## src/rtl/pid_pkg.sv

```systemverilog
// Shared encodings, default widths and clamp/saturate helpers for the
// multi-channel PID controller.
package pid_pkg;

   typedef enum logic [1:0] {
      CFG_KP   = 2'd0,
      CFG_KI   = 2'd1,
      CFG_KD   = 2'd2,
      CFG_ILIM = 2'd3
   } cfg_sel_e;

   localparam int DEF_DW     = 16;
   localparam int DEF_ACCW   = 48;
   localparam int DEF_GSHIFT = 4;

   // Helpers work on a 64-bit signed container, so operand widths must not exceed 64.
   typedef logic signed [63:0] wide_t;

   function automatic wide_t clamp(input wide_t v, input wide_t lo, input wide_t hi);
      if (v < lo) return lo;
      if (v > hi) return hi;
      return v;
   endfunction

   function automatic wide_t sat_hi(input int w);
      return (wide_t'(1) <<< (w - 1)) - wide_t'(1);
   endfunction

   function automatic wide_t sat_lo(input int w);
      return -(wide_t'(1) <<< (w - 1));
   endfunction

   function automatic wide_t saturate(input wide_t v, input int w);
      return clamp(v, sat_lo(w), sat_hi(w));
   endfunction

endpackage

```

## src/rtl/pid_sat_clamp.sv

```systemverilog
// Combinational signed clamp of val into [lo, hi]; flag is set whenever the
// value had to be moved. Result may be narrower than the input.
module pid_sat_clamp
   import pid_pkg::*;
#(
   parameter int W  = DEF_ACCW,
   parameter int OW = W
) (
   input  logic signed [W-1:0]  val,
   input  logic signed [W-1:0]  lo,
   input  logic signed [W-1:0]  hi,
   output logic signed [OW-1:0] res,
   output logic                 flag
);

   wide_t val_w;
   wide_t r;

   assign val_w = wide_t'(val);
   assign r     = clamp(val_w, wide_t'(lo), wide_t'(hi));
   assign res   = r[OW-1:0];
   assign flag  = (r != val_w);

endmodule

```

## src/rtl/pid_mc_controller.sv

```systemverilog
// Multi-channel PID controller: per-channel gains and integrator state, a
// 3-stage capture/multiply/accumulate pipeline, and a same-channel hazard stall.
module pid_mc_controller
   import pid_pkg::*;
#(
   parameter int  DW     = DEF_DW,
   parameter int  NCH    = 4,
   parameter int  GSHIFT = DEF_GSHIFT,
   parameter int  ACCW   = DEF_ACCW,
   localparam int CW     = (NCH > 1) ? $clog2(NCH) : 1
) (
   input  logic                 clk,
   input  logic                 rst,
   input  logic                 in_valid,
   output logic                 in_ready,
   input  logic [CW-1:0]        in_ch,
   input  logic signed [DW-1:0] error_in,
   input  logic                 cfg_we,
   input  logic [CW-1:0]        cfg_ch,
   input  logic [1:0]           cfg_sel,
   input  logic [DW-1:0]        cfg_data,
   input  logic [NCH-1:0]       clr_int,
   output logic                 out_valid,
   output logic [CW-1:0]        out_ch,
   output logic signed [DW-1:0] control_out,
   output logic                 sat_flag
);

   localparam int STAGES = 3;
   localparam logic signed [ACCW-1:0] OUT_HI = ACCW'(sat_hi(DW));
   localparam logic signed [ACCW-1:0] OUT_LO = ACCW'(sat_lo(DW));

   logic signed [DW-1:0]   kp [NCH];
   logic signed [DW-1:0]   ki [NCH];
   logic signed [DW-1:0]   kd [NCH];
   logic [DW-1:0]          ilim [NCH];
   logic signed [ACCW-1:0] integ [NCH];
   logic signed [DW-1:0]   last_err [NCH];

   logic [STAGES:1] vld_pipe;
   logic            accept;
   logic            hazard;

   logic [CW-1:0]          s1_ch;
   logic signed [DW-1:0]   s1_err, s1_kp, s1_ki, s1_kd, s1_last;
   logic [DW-1:0]          s1_ilim;
   logic signed [ACCW-1:0] s1_int;
   logic signed [DW:0]     diff;

   logic [CW-1:0]          s2_ch;
   logic signed [DW-1:0]   s2_err;
   logic signed [2*DW-1:0] s2_p, s2_i;
   logic signed [2*DW:0]   s2_d;
   logic [DW-1:0]          s2_ilim;
   logic signed [ACCW-1:0] s2_int;

   logic signed [ACCW-1:0] p_t, i_t, d_t, int_sum, ilim_pos, ilim_neg, new_int, sum;
   logic signed [DW-1:0]   sat_val;
   logic                   int_flag, out_flag;

   // A same-channel sample in S1/S2 has not yet written its state back.
   assign hazard    = (vld_pipe[1] && (s1_ch == in_ch)) || (vld_pipe[2] && (s2_ch == in_ch));
   assign in_ready  = !rst && (!in_valid || !hazard);
   assign accept    = in_valid && in_ready;
   assign out_valid = vld_pipe[STAGES];

   // Configuration, write-back and clears; a clear wins over a same-edge write-back.
   always_ff @(posedge clk) begin
      if (rst) begin
         for (int c = 0; c < NCH; c++) begin
            kp[c]       <= '0;
            ki[c]       <= '0;
            kd[c]       <= '0;
            ilim[c]     <= '0;
            integ[c]    <= '0;
            last_err[c] <= '0;
         end
      end else begin
         if (cfg_we) begin
            case (cfg_sel_e'(cfg_sel))
               CFG_KP:   kp[cfg_ch]   <= $signed(cfg_data);
               CFG_KI:   ki[cfg_ch]   <= $signed(cfg_data);
               CFG_KD:   kd[cfg_ch]   <= $signed(cfg_data);
               CFG_ILIM: ilim[cfg_ch] <= cfg_data;
            endcase
         end
         if (vld_pipe[2]) begin
            integ[s2_ch]    <= new_int;
            last_err[s2_ch] <= s2_err;
         end
         for (int c = 0; c < NCH; c++) begin
            if (clr_int[c]) begin
               integ[c]    <= '0;
               last_err[c] <= '0;
            end
         end
      end
   end

   always_ff @(posedge clk) begin
      if (rst) vld_pipe <= '0;
      else     vld_pipe <= {vld_pipe[STAGES-1:1], accept};
   end

   assign diff = (DW+1)'(s1_err) - (DW+1)'(s1_last);

   // Pipeline data carries no reset; the valid bits qualify it.
   always_ff @(posedge clk) begin
      if (accept) begin
         s1_ch   <= in_ch;
         s1_err  <= error_in;
         s1_kp   <= kp[in_ch];
         s1_ki   <= ki[in_ch];
         s1_kd   <= kd[in_ch];
         s1_ilim <= ilim[in_ch];
         s1_int  <= clr_int[in_ch] ? '0 : integ[in_ch];
         s1_last <= clr_int[in_ch] ? '0 : last_err[in_ch];
      end
      if (vld_pipe[1]) begin
         s2_ch   <= s1_ch;
         s2_err  <= s1_err;
         s2_p    <= (2*DW)'(s1_err) * (2*DW)'(s1_kp);
         s2_i    <= (2*DW)'(s1_err) * (2*DW)'(s1_ki);
         s2_d    <= (2*DW+1)'(diff) * (2*DW+1)'(s1_kd);
         s2_ilim <= s1_ilim;
         s2_int  <= s1_int;
      end
   end

   assign p_t      = ACCW'(s2_p) >>> GSHIFT;
   assign i_t      = ACCW'(s2_i) >>> GSHIFT;
   assign d_t      = ACCW'(s2_d) >>> GSHIFT;
   assign int_sum  = s2_int + i_t;
   assign ilim_pos = ACCW'(s2_ilim);
   assign ilim_neg = -ilim_pos;

   pid_sat_clamp #(.W(ACCW), .OW(ACCW)) u_int_clamp (
      .val  (int_sum),
      .lo   (ilim_neg),
      .hi   (ilim_pos),
      .res  (new_int),
      .flag (int_flag)
   );

   assign sum = p_t + new_int + d_t;

   pid_sat_clamp #(.W(ACCW), .OW(DW)) u_out_sat (
      .val  (sum),
      .lo   (OUT_LO),
      .hi   (OUT_HI),
      .res  (sat_val),
      .flag (out_flag)
   );

   always_ff @(posedge clk) begin
      if (rst) begin
         out_ch      <= '0;
         control_out <= '0;
         sat_flag    <= 1'b0;
      end else if (vld_pipe[2]) begin
         out_ch      <= s2_ch;
         control_out <= sat_val;
         sat_flag    <= int_flag | out_flag;
      end
   end

endmodule
```

## config.mk

```make
export PLATFORM = sky130hd
export DESIGN_NAME = pid_mc_controller
export DESIGN_NICKNAME = d
export VERILOG_FILES = /design/src/rtl/pid_pkg.sv /design/src/rtl/pid_sat_clamp.sv /design/src/rtl/pid_mc_controller.sv
export SDC_FILE = /design/constraint.sdc
export NUM_CORES = 2
export LEC_CHECK = 0
export ABC_AREA = 1
export CAP_MARGIN = 10
export CORE_MARGIN = 5
export CORE_UTILIZATION = 55
export CTS_CLUSTER_SIZE = 25
export DETAILED_ROUTE_END_ITERATION = 12
export DONT_BUFFER_PORTS = 1
export GPL_TIMING_DRIVEN = 0
export PLACE_DENSITY_LB_ADDON = 0.05
export SETUP_SLACK_MARGIN = 0.02
export SLEW_MARGIN = 20
export SYNTH_ARGS = -nofsm -noshare
export SYNTH_HDL_FRONTEND = slang
export SYNTH_HIERARCHICAL = 1
export SYNTH_SLANG_ARGS = --single-unit
```

## constraint.sdc

```tcl
create_clock -name clk -period 18.6 [get_ports clk]
set_input_delay 3.72 -clock clk [delete_from_list [all_inputs] [get_ports clk]]
set_output_delay 3.72 -clock clk [all_outputs]
set_load 0.02 [all_outputs]
```

==> results.py <==
metrics = {
    "yosys": {
        "syn_area_per_cell_um2": 8.001,
        "synth_seq_area_share_pct": 30.09,
        "synth_seq_cells": 847,
        "synth_cell_types": 54,
        "syn_inst": 10472,
        "syn_area_um2": 83780,
        "yosysWarnings": 6,
    },
    "global_routing": {
        "gr-total-overflow": 0,
        "grt_start_max_net_pins": 96,
        "antenna_found_initial": 12,
        "gr-usage-all-layers_pct": 33.81,
        "grt_pass1_wl_um": 411700,
        "grt_pass1_vias": 68258,
    },
    "routing": {
        "wire_per_inst_um": 21.23,
        "wl_um": 273800,
        "first_pass_iters": 7,
        "vias_per_cell": 5.419,
        "drtIter0Drc": 6935,
        "postRouteAntennaNets": 0,
        "dr_total_vias": 69903,
        "drcViolationCount": 0,
    },
    "floorplan": {
        "start_util_pct": 55.22,
        "die_h_um": 400.3,
        "rows": 143,
        "io_pins": 67,
        "die_width_um": 400.3,
        "core_area_um2": 151700,
        "die-area_um2": 160200,
    },
    "clock_network": {
        "postCtsHoldBufs": 0,
        "clk_pin_slew_ns": 0.06,
        "clockBufferDepth": 3,
        "cts.sinks": 847,
        "clk_latency_ns": 0.73,
        "cts_resized": 0,
        "clockRootBuffer": "clkbuf_16",
        "numCtsBuffers": 91,
        "cts_tree": "yes",
        "htree_levels": 3,
        "postCtsSetupRepairBufs": 0,
    },
    "critical_path": {
        "slowest_delay_ns": 1.03,
        "rrSetupSlack_ns": 8.05,
        "timing.rr.end": "sat_flag",
        "cp_slowest_cell": "edfxtp_1",
        "crit_top_cell": "nand2_1",
        "crit_required_ns": 19.16,
        "cp-endpoint": "sat_flag",
        "cp_max_fo": 21,
        "critPathLaunch": "s2_i[31]",
        "start_kind": "flop",
        "reg2reg_depth": 55,
        "cp.arrival_ns": 11.11,
        "path_class": "reg -> reg",
        "regToRegStartpoint": "s2_i[31]",
        "endpoint_kind": "flop",
    },
    "cells_and_area": {
        "mostFrequentLayoutCell": "nand2_1",
        "fin_util_pct": 59.63,
        "finalInstanceArea_um2": 90470,
        "final_cell_mix": "nand2_1, inv_1, nor2_1",
        "nets": 12223,
        "syn_to_final_growth_pct": 7.984,
        "layout-drive-gt1-share_pct": 3.287,
        "nFillCells": 14062,
    },
    "timing": {
        "setup_tns_ns": 0,
        "fin_ws_ns": 8.048,
        "setup_viol": 0,
        "worstMarginPinSlew_ns": 1.055,
        "grt_setup_unrepaired": "false",
        "worst_clock_skew_ns": 0.06712,
        "drv_slew": 0,
        "slew_headroom_pct": 29.64,
        "max_freq_mhz": 94.77,
        "finalCriticalPeriod_ns": 10.55,
        "hold_viol": 0,
        "finalCritPeriodShare_pct": 56.73,
    },
    "min_path": {
        "holdPathStages": 0,
        "hp-class": "reg -> reg",
    },
    "place": {
        "routabilityCongestion": 0.9964,
        "port_buffers": 0,
        "place_ws_ns": 8.183,
        "placed_area_um2": 87490,
        "dpl.hpwl_um": 221200,
    },
    "run_status": {
        "outcome": "completed",
    },
    "job": {
        "cap_violations": 0,
    },
}
## cell type report
type                            instances  area, µm²  area share (%)
Antenna cell                            7      17.52         0.01936
Buffer                                340       1506           1.665
Clock buffer                          107       2359           2.607
Clock inverter                         62      605.6          0.6694
Inverter                             2255       8472           9.364
Multi-Input combinational cell       7234      49440           54.65
Sequential cell                       847      25220           27.87
Tap cell                             2030       2540           2.807
Timing Repair Buffer                   17      310.3          0.3430
## flip-flops by register name, indices dropped and copies added (netlist names), 29 cells and up
name and cells:
kd 64, ilim 64, s2_int 48, integ 192
kp 64, last_err 64, s2_d 29, ki 64
s1_int 48
## synth_stat cells (all sizes together)
master | n | share of area, %
clkbuf | 223 | 1.0
a22o | 1 | 0.010
nor3 | 120 | 0.75
and2 | 7 | 0.052
o21ai | 374 | 2.2
nor4b | 1 | 0.010
nand3 | 445 | 2.8
a21oi | 243 | 1.5
o211ai | 10 | 0.090
or2 | 12 | 0.090
ha | 540 | 8.1
nand2 | 2648 | 12
xor2 | 150 | 1.6
a211oi | 1 | 0.0090
nor2 | 1280 | 5.8
o22ai | 135 | 1.0
clkinv | 4 | 0.018
o21a | 10 | 0.090
o21bai | 12 | 0.11
inv | 2251 | 10
buf | 117 | 0.79
conb | 2 | 0.0090
edfxtp | 825 | 30
a21o | 18 | 0.16
o2111ai | 2 | 0.021
a21boi | 2 | 0.018
fa | 851 | 20
nor4 | 16 | 0.13
a31oi | 4 | 0.030
nand4 | 87 | 0.65
dfxtp | 22 | 0.53
and2b | 1 | 0.0090
nand3b | 10 | 0.094
xnor2 | 48 | 0.50
## worst min-delay path by stage
stage | startpoint | to
6_report | s1_int[16] | s2_int[16]
5_1_grt | s1_int[16] | s2_int[16]
4_1_cts | s1_int[16] | s2_int[16]
3_5_place_dp | s1_ilim[6] | s2_ilim[6]
3_3_place_gp | s1_int[26] | s2_int[26]
2_1_floorplan | s1_ilim[0] | s2_ilim[0]
## worst max-delay path, delay by kind of cell (launching register included)
family,cells,cell delay (ns)
and+or+nand+nor,39,4.39
adders and majority gates,6,2.33
buffers and inverters,8,1.53
xor gates and xnor gates,2,1.06
DFF,1,1.03
## layer usage
layer  wire length, µm  part of all wire, %  GRT usage (%)  up-vias
met5                13               0.0047              0        -
met4             14650                  5.3          15.03        2
met3             25380                  9.3          6.859      555
met2            122100                   45          53.01     2990
met1            111700                   41          45.78    33709
li1                  -                    -              -    32647
## logic make-up after synthesis
group / synth area share [%]
simple gates: 22.28
buf+inv: 11.89
fa+ha+maj: 28.40
flops: 30.09
compound gates: 5.243
xor+xnor: 2.079
other cells: 0.008964
## per-stage QoR
step,cells,hold WS (ns)
global placement,12706,0.4013
detailed placement,12723,0.4045
global route,12897,0.3896
finish,12899,0.3849
CTS,12892,0.3727
floorplan,10676,0.4003
Power is not shown: default switching activity piles up to over one toggle a cycle in this logic, so the estimate is an artifact.
